===== src/rtl/key_event_ctrl.sv =====
// Debounces active-low push buttons into clean levels, press/release strobes and
// sticky per-key events with write-1-to-clear acknowledge and a single irq line.
module key_event_ctrl #(
  parameter int NUM_KEYS        = 2,
  parameter int DEBOUNCE_CYCLES = 1000000,
  parameter int CNT_W           = 20
) (
  input  logic                MAX10_CLK1_50,
  input  logic                reset,
  input  logic [NUM_KEYS-1:0] KEY,
  output logic [NUM_KEYS-1:0] key_level,
  output logic [NUM_KEYS-1:0] press_pulse,
  output logic [NUM_KEYS-1:0] release_pulse,
  output logic [NUM_KEYS-1:0] event_pending,
  output logic [NUM_KEYS-1:0] overrun,
  input  logic [NUM_KEYS-1:0] ack,
  output logic                irq
);

  typedef enum logic [1:0] {IDLE, PRESS_WAIT, HELD, RELEASE_WAIT} key_state_t;

  localparam logic [CNT_W-1:0] CNT_MAX = CNT_W'(DEBOUNCE_CYCLES - 1);
  localparam logic [CNT_W-1:0] CNT_ONE = CNT_W'(1);

  logic [NUM_KEYS-1:0] sync_meta;
  logic [NUM_KEYS-1:0] sync_p;

  // Reset value 0 means "released" after the inversion of the active-low pins
  always_ff @(posedge MAX10_CLK1_50) begin
    if (reset) begin
      sync_meta <= '0;
      sync_p    <= '0;
    end else begin
      sync_meta <= ~KEY;
      sync_p    <= sync_meta;
    end
  end

  for (genvar g = 0; g < NUM_KEYS; g++) begin : g_key
    key_state_t       state, state_next;
    logic [CNT_W-1:0] cnt, cnt_next;
    logic             level_q, level_next;
    logic             press_q, press_next;
    logic             release_q, release_next;

    always_ff @(posedge MAX10_CLK1_50) begin
      if (reset) begin
        state     <= IDLE;
        cnt       <= '0;
        level_q   <= 1'b0;
        press_q   <= 1'b0;
        release_q <= 1'b0;
      end else begin
        state     <= state_next;
        cnt       <= cnt_next;
        level_q   <= level_next;
        press_q   <= press_next;
        release_q <= release_next;
      end
    end

    // The counter stops at CNT_MAX because reaching it always leaves the wait state
    always_comb begin
      state_next   = state;
      cnt_next     = cnt;
      level_next   = level_q;
      press_next   = 1'b0;
      release_next = 1'b0;
      case (state)
        IDLE: begin
          if (sync_p[g]) begin
            state_next = PRESS_WAIT;
            cnt_next   = '0;
          end
        end
        PRESS_WAIT: begin
          if (!sync_p[g]) begin
            state_next = IDLE;
            cnt_next   = '0;
          end else if (cnt == CNT_MAX) begin
            state_next = HELD;
            level_next = 1'b1;
            press_next = 1'b1;
          end else begin
            cnt_next = cnt + CNT_ONE;
          end
        end
        HELD: begin
          if (!sync_p[g]) begin
            state_next = RELEASE_WAIT;
            cnt_next   = '0;
          end
        end
        RELEASE_WAIT: begin
          if (sync_p[g]) begin
            state_next = HELD;
            cnt_next   = '0;
          end else if (cnt == CNT_MAX) begin
            state_next   = IDLE;
            level_next   = 1'b0;
            release_next = 1'b1;
          end else begin
            cnt_next = cnt + CNT_ONE;
          end
        end
        default: begin
          state_next = IDLE;
          cnt_next   = '0;
        end
      endcase
    end

    assign key_level[g]     = level_q;
    assign press_pulse[g]   = press_q;
    assign release_pulse[g] = release_q;
  end

  // A press arriving with its ack keeps the new event and discards the overrun
  always_ff @(posedge MAX10_CLK1_50) begin
    if (reset) begin
      event_pending <= '0;
      overrun       <= '0;
      irq           <= 1'b0;
    end else begin
      event_pending <= (event_pending & ~ack) | press_pulse;
      overrun       <= (overrun | (press_pulse & event_pending)) & ~ack;
      irq           <= |event_pending;
    end
  end

endmodule


===== config.mk =====
export PLATFORM = sky130hd
export DESIGN_NAME = key_event_ctrl
export DESIGN_NICKNAME = d
export VERILOG_FILES = /design/src/rtl/key_event_ctrl.sv
export SDC_FILE = /design/constraint.sdc
export NUM_CORES = 1
export LEC_CHECK = 0
export ABC_CLOCK_PERIOD_IN_PS = 3350
export BUFFER_PORTS_ARGS = -buffer_cell sky130_fd_sc_hd__buf_2
export CORE_MARGIN = 2
export CORE_UTILIZATION = 60
export CTS_BUF_LIST = sky130_fd_sc_hd__clkbuf_4 sky130_fd_sc_hd__clkbuf_8
export DETAILED_ROUTE_END_ITERATION = 6
export PLACE_DENSITY = 0.8
export SYNTH_ARGS = -nofsm -noshare
export SYNTH_HDL_FRONTEND = slang
export SYNTH_SLANG_ARGS = --single-unit

===== constraint.sdc =====
create_clock -name MAX10_CLK1_50 -period 3.35 [get_ports MAX10_CLK1_50]
set_clock_uncertainty 0.1 [all_clocks]
set_input_delay 0.67 -clock MAX10_CLK1_50 [delete_from_list [all_inputs] [get_ports MAX10_CLK1_50]]
set_output_delay 0.67 -clock MAX10_CLK1_50 [all_outputs]
set_load 0.05 [all_outputs]

After elaboration in Yosys (flattened, before gate mapping)
Cells that the tools add are included.
W data, S select, Z words.

word-level totals
  register bits = 59
  input bits = 6
  output and inout bits = 11
  word-level logic and storage cells = 107

operators by class
  $add $sub $neg = 2
  eq/ne operators = 24
  multiplexer cells = 38
  bitwise operators = 13
  reduce and logical (&&, ||, !) cells = 15

operator list
  operator                 number
  $mux W20                 10
  $pmux W20 S4             2
  $add A20 B1 Y20 const B  2
  $eq A20 B20 Y1 const B   2
  $mux W2                  12
  $ne A2 B2 Y1 const B     12
  $pmux W2 S4              2
  $ne A3 B3 Y1 const B     4
  $reduce_or A3 Y1         4
  $mux W1                  10
  $reduce_and A5 Y1        2
  $eq A2 B2 Y1 const B     4
  $reduce_and A4 Y1        2
  $and A2 B2 Y2            3
  $not A1 Y1               6
  $eq A2 B1 Y1 const B     2
  $logic_not A2 Y1         2
  $not A2 Y2               2
  $or A2 B2 Y2             2
  $pmux W1 S2              2
  $reduce_and A2 Y1        2
  $reduce_bool A2 Y1       2
  $reduce_or A2 Y1         1

Logic depth before layout (Yosys ltp)
Gate-level depths: netlist of run 1.

  word-level depth = 4
  gate-level depth with buffers = 6
  gate-level depth less buffers = 6

Worst setup path after synthesis of run 1
Ideal clock, no wire load.

  path kind = register -> register
  start = reg g_key[0].cnt[1]
  end = reg g_key[0].cnt[18]
  setup time = 117 ps
  arrival time = 1557 ps
  required time = 3133 ps
  path slack = 1576 ps
  cell stages (with the launch flop) = 7
  path buffers = 0
  period minus slack after synthesis = 1774 ps
  cells stage by stage = dfxtp_1 ha_1 nand3_1 nor4_1 nand3_1 a21o_1 a22o_1

between the ends
  word-level cells in the longest chain between the ends = 4
  elaborated cells on any way between the ends = 6
  classes of those cells = 1 x add/sub; 1 x eq/ne; 4 x mux

RTL lines
  element                                                   line    source
  start: declaration                                        41      logic [CNT_W-1:0] cnt, cnt_next;
  start signal: assignment                                  55      cnt <= cnt_next;
  $add A20 B1 Y20 / $eq A20 B20 Y1 (equally long branches)  -
  $mux W20 (*)                                              80, 98
  $mux W20 (on tied branches)                               95, 77
  $pmux W20 S4 (*)                                          69      case (state)

Every way passes the cells marked *; elsewhere a longest branch is shown, timed or not.
A chain may end at the register's enable or synchronous reset.

Final worst setup path of run 1
Same ends and word-level chain as after synthesis.

==> results of run 1 <==
==> layout make-up <==
type	count	share of cell area, %
multi-input cells	261	51.1
flip-flops and latches	59	38.2
clock buffers	10	4.24
repair buffers	17	2.83
well taps	54	2.18
inverters	7	0.849
clock inverters	4	0.647
==> metal layers <==
layer,track usage [%],wire (um),up-vias
met5,0,0,-
met2,33.4,2510,65
li1,-,-,1268
met1,32.0,2780,1157
met3,5.35,259,10
met4,12.3,109,0
==> state kept, by name, indices dropped and copies added (netlist names), named ones only <==
signal,count
g_key.state,2
g_key.cnt,40
g_key.press_q,2
sync_meta,2
event_pending,2
overrun,2
g_key.level_q,2
irq,1
sync_p,2
g_key.release_q,2
==> worst min-delay path by stage <==
stage,to,depth (start not counted),slack (ns)
6_report,sync_p[1]$_SDFF_PP0_,1,0.34
5_1_grt,sync_meta[1]$_SDFF_PP0_,2,0.37
4_1_cts,sync_p[1]$_SDFF_PP0_,1,0.34
3_5_place_dp,sync_p[1]$_SDFF_PP0_,1,0.33
3_3_place_gp,sync_p[0]$_SDFF_PP0_,1,0.32
2_1_floorplan,sync_p[0]$_SDFF_PP0_,1,0.31
==> placed cells by master (no fill, tap or decap), types with 4 or more instances in the layout <==
cell	instances
buf_2	16
clkbuf_8	9
nor3_1	9
a31oi_1	8
nand2_1	22
clkinv_2	4
nor2b_1	5
nor4_1	4
nand4_1	15
o21ai_0	20
o211ai_1	4
dfxtp_1	59
nand3_1	23
a21oi_1	23
nor2_1	40
xor2_1	12
inv_1	7
mux2i_1	4
o21ai_1	6
and3_1	9
nand3b_1	6
==> power by group through the flow <==
| stage | combinational, mW | clock [mW] | sequential, mW |
|---|---|---|---|
| 6_report | 0.0497 | 0.523 | 0.714 |
| 5_1_grt | 0.0549 | 0.559 | 0.714 |
| 4_1_cts | 0.0500 | 0.535 | 0.713 |
| 3_5_place_dp | 0.0497 | 0 | 0.729 |
| 3_3_place_gp | 0.0492 | 0 | 0.729 |
| 2_1_floorplan | 0.0420 | 0 | 0.727 |
==> cells by family (layout without fill, tap and decap cells) <==
logic type / Yosys count / in the layout / share of synthesized area [%]
AND/OR/NAND/NOR: 160 / 160 / 30.9
AO/OA/AOI/OAI: 79 / 79 / 16.6
flip-flops: 59 / 59 / 41.0
buffers and inverters: 25 / 38 / 4.12
XOR/XNOR: 16 / 16 / 5.12
multiplexers: 4 / 4 / 1.39
adder cells (fa/ha/maj): 2 / 2 / 0.868
==> worst register-to-register path, cell delays in order, from the launching register on <==
cell	delay [ns]
dfxtp_1	0.39
ha_1	0.23
nand3_1	0.15
nor4_1	0.50
nand3_1	0.16
a21o_1	0.18
a22o_1	0.21
==> run metrics, run 1 <==
Netlist cell types=54; Final WS setup=roughly 1.3 ns; Worst Hold Class=reg2reg; GRT Total Usage=between 20% and 30%; initial antenna violation count=0; Crit path buffers/inverters=0; Site Rows=25; max incr delay on CP=around 0.50 ns; Final min period=between 2 and 2.5 ns; drt first-iter violations=roughly 140; setup tns final=0 ns; ant diodes=0; Worst path most repeated cell=nand3_1; CTS root buffer=clkbuf_8; Min-Delay Startpoint=sync_meta[1]$_SDFF_PP0_; register area=around 1200 um2; Critical Path AT=2.16 ns; CTS clk-pin slew, worst paths=0.06 ns; Primary FF master, synth=dfxtp_1; CP Data Required Time=between 3 and 4 ns; Commonest cells post-synth=dfxtp_1, nor2_1, a21oi_1, nand3_1, nand2_1; Comb power frac=around 3.9%; Via density=slightly above 6; slew at the pin closest to its max-slew limit=about 0.64 ns; fin util=between 60 and 70%; gp weighted congestion=about 0.85; RSZ-0062 raised after global routing=false; Ys Warns=0; GR Overflow Total=0; number of synthesized flops with an enable pin=0; Max VDD drop=319 uV; Slowest-stage cell, CP=nor4_1; Port-buffer cells=16; Ports=17; clock power share=between 40% and 50%; CTS tree=done; fillcell total=between 300 and 400; worst setup path end=g_key[0].cnt[18]$_SDFFE_PP0P_; Synth top area share=roughly two fifths; top cells by area in the synthesized netlist=dfxtp_1, nor2_1, a21oi_1; reg2reg path depth=6; flop2flop setup slack=roughly 1.3 ns; PD cells=around 420 nW/um2; final WL=5670 um; largest net degree at the start of global routing=38; nets=approximately 360; first-pass GRT wire length=between 9000 and 10000 um; clock sinks=a little under 60; Fin. Hold Viols=0; syn nets=~350; number of cells on the critical path=6; switching power=a little over 0.3 mW; Setup violations, final=0; fin cells=slightly above 400; Post-CTS Setup Bufs=0; CP Capture Type=flip-flop; r2r endpoint=g_key[0].cnt[18]$_SDFFE_PP0P_; Placement Setup Slack=~1.2 ns; Multi-input gate area=around 1600 um2; period utilization=roughly three fifths; layout cell share with drive strength beyond 1=roughly 11%; fmax=around 500 MHz; Final Cell Area=about 3100 um2; worst-path maximum fanout=5; hold_ws=approximately 0.34 ns; crit path from=g_key[0].cnt[1]$_SDFFE_PP0P_; register bit total from synthesis=59; sequential share of the synthesized area=41.0%; crit path launch type=flip-flop; Die Span Y=around 73 um; Initial Utilization=~61%; vias post-DR=2500; Core Box Area=between 4000 and 5000 um2; sequential group share of total power=a little under three fifths; placed cell count=~400; Max-slew headroom=a little under three fifths; CTS max path bufs=2; Sw Share=a little under a quarter; htree depth=3; worst r2r src=g_key[0].cnt[1]$_SDFFE_PP0P_; # hold bufs at CTS=0; vias in the first global route=about 2200; Final Slew Violations=0; worst-path cell chain=ha_1 -> nand3_1 -> nor4_1 -> nand3_1 -> a21o_1 -> a22o_1; status=completed; WL/cell=about 14 um; CTS Buf Count=9; DRC viols=0; power consumption=1.29 mW; Antenna Violating Nets Remaining=0; Int Power=between 0.9 and 1 mW; critical path type=reg2reg; cell family with most CP delay=simple AND/OR/NAND/NOR gates; area post-placement=approximately 2900 um2; Max-cap violations=0; Leakage=about 1.2 nW; cell taking the most area after synthesis=dfxtp_1; Mapped Cells=roughly 350; post-CTS sizing=0; drt pass-1 iters=4; clock latency on the worst-skew pair=between 0.3 and 0.4 ns; Layout Area Growth over Synthesis=7.43%; HPWL Detailed=around 3900 um; Synth async-reset ratio=0%; Syn Std Cell Area=roughly 2900 um2; DIE AREA=around 5400 um2; Die X=~73 um; most frequent cell after synthesis=dfxtp_1; syn_area_per_cell=about 8.4 um2
No activity file was read; power rests on OpenSTA's default activity.
==> run 2, diff against run 1 <==
ABC_CLOCK_PERIOD_IN_PS = 2100   (was 3350)
clock period = 2.1 ns   (was 3.35 ns; I/O delays follow)
==> run metrics, run 2 (synthesized netlist as in run 1, its figures left out) <==
status=completed; max reg flops=40; CP Capture Type=flip-flop; crit path from=g_key[1].cnt[11]$_SDFFE_PP0P_; CTS max path bufs=2; CTS tree=done; initial antenna violation count=0; cell family with most CP delay=simple AND/OR/NAND/NOR gates; Setup violations, final=0; Final WS setup=0.156 ns; worst-path maximum fanout=6; # hold bufs at CTS=0; RSZ-0062 raised after global routing=false; worst r2r src=g_key[1].cnt[11]$_SDFFE_PP0P_; CP Data Required Time=approximately 2.3 ns; gp weighted congestion=a little over 0.9; commonest cells after routing, fill and taps aside=dfxtp_1, nor2_1, nand3_1, a21oi_1, nand2_1; Site Rows=25; hold_ws=about 0.12 ns; Post-CTS Setup Bufs=0; DRC viols=0; clock latency on the worst-skew pair=around 0.34 ns; slew at the pin closest to its max-slew limit=around 0.45 ns; nets=around 380; Placement Setup Slack=about 0.16 ns; PD cells=about 700 nW/um2; Final Slew Violations=0; Core Box Area=about 4700 um2; GRT Total Usage=24.2%; HPWL Detailed=around 4400 um; period utilization=between 90 and 100%; Antenna Violating Nets Remaining=0; Final min period=slightly below 2 ns; setup tns final=0 ns; CTS clk-pin slew, worst paths=roughly 0.070 ns; Largest Register=g_key.cnt; critical path type=reg2reg; CTS root buffer=clkbuf_8; vias in the first global route=2346; most common cell after layout, fill and taps aside=dfxtp_1; first-pass GRT wire length=10100 um; Via density=6.21; final WL=a little over 6000 um; Fin. Hold Viols=0; drt first-iter violations=between 150 and 200; Initial Utilization=between 60% and 70%; Max-cap violations=0; clock sinks=59; vias post-DR=approximately 2600; ant diodes=0; Max-slew headroom=a little over two thirds; htree depth=3; Min-Delay Startpoint=KEY[1]; Slowest-stage cell, CP=or4b_1; Layout Area Growth over Synthesis=12.5%; WL/cell=14.5 um; fmax=~510 MHz; worst-path cell chain=or4b_1 -> nor4_4 -> a31oi_1 -> nand2b_1 -> a21oi_1; Die Span Y=between 70 and 80 um; drt pass-1 iters=5; CTS Buf Count=9; largest net degree at the start of global routing=19; Crit path buffers/inverters=0; fin util=69.1%; power consumption=roughly 2.3 mW; Leakage=approximately 1.2 nW; Port-buffer cells=16; DIE AREA=approximately 5400 um2; GR Overflow Total=0; layout cell share with drive strength beyond 1=between 10% and 20%; Die X=73.3 um; Worst Hold Class=in2reg; max incr delay on CP=around 0.6 ns; Ports=17; Critical Path AT=about 2.1 ns; crit path launch type=flip-flop; post-CTS sizing=0; Max VDD drop=592 uV
## run 2: per-layer routing
layer	vias up	part of all wire, %	track usage [%]
li1	1300	-	-
met1	1243	47	32.1
met2	92	46	38.4
met3	12	5.6	5.35
met4	0	1.5	9.29
met5	-	0	0
## run 2: final timing paths
check / endpoint / slack (ns) / cells after the start
worst max-delay path: g_key[1].cnt[1]$_SDFFE_PP0P_ / 0.16 / 5
worst min-delay path: sync_meta[1]$_SDFF_PP0_ / 0.12 / 2
worst max register to register: g_key[1].cnt[1]$_SDFFE_PP0P_ / 0.16 / 5
worst min register to register: sync_p[1]$_SDFF_PP0_ / 0.36 / 1
## run 2: final cells by class
class | count | area (um2)
Clock buffer | 10 | 138
Clock inverter | 6 | 63.8
Fill cell | 368 | 1450
Inverter | 7 | 26.3
Multi-Input combinational cell | 261 | 1590
Sequential cell | 59 | 1180
Tap cell | 54 | 67.6
Timing Repair Buffer | 29 | 178
## run 2: through the flow
| step | instances | cell area, um2 |
|---|---|---|
| floorplan | 345 | 2880 |
| global placement | 410 | 3030 |
| detailed placement | 410 | 3030 |
| CTS | 426 | 3240 |
| global route | 426 | 3240 |
| finish | 426 | 3240 |
## run 2: power breakdown
part / switching [mW] / internal (mW) / total (mW)
clock: 0.455 / 0.579 / 1.03
combinational: 0.0602 / 0.0295 / 0.0897
sequential: 0.00825 / 1.13 / 1.14
total: 0.524 / 1.74 / 2.26
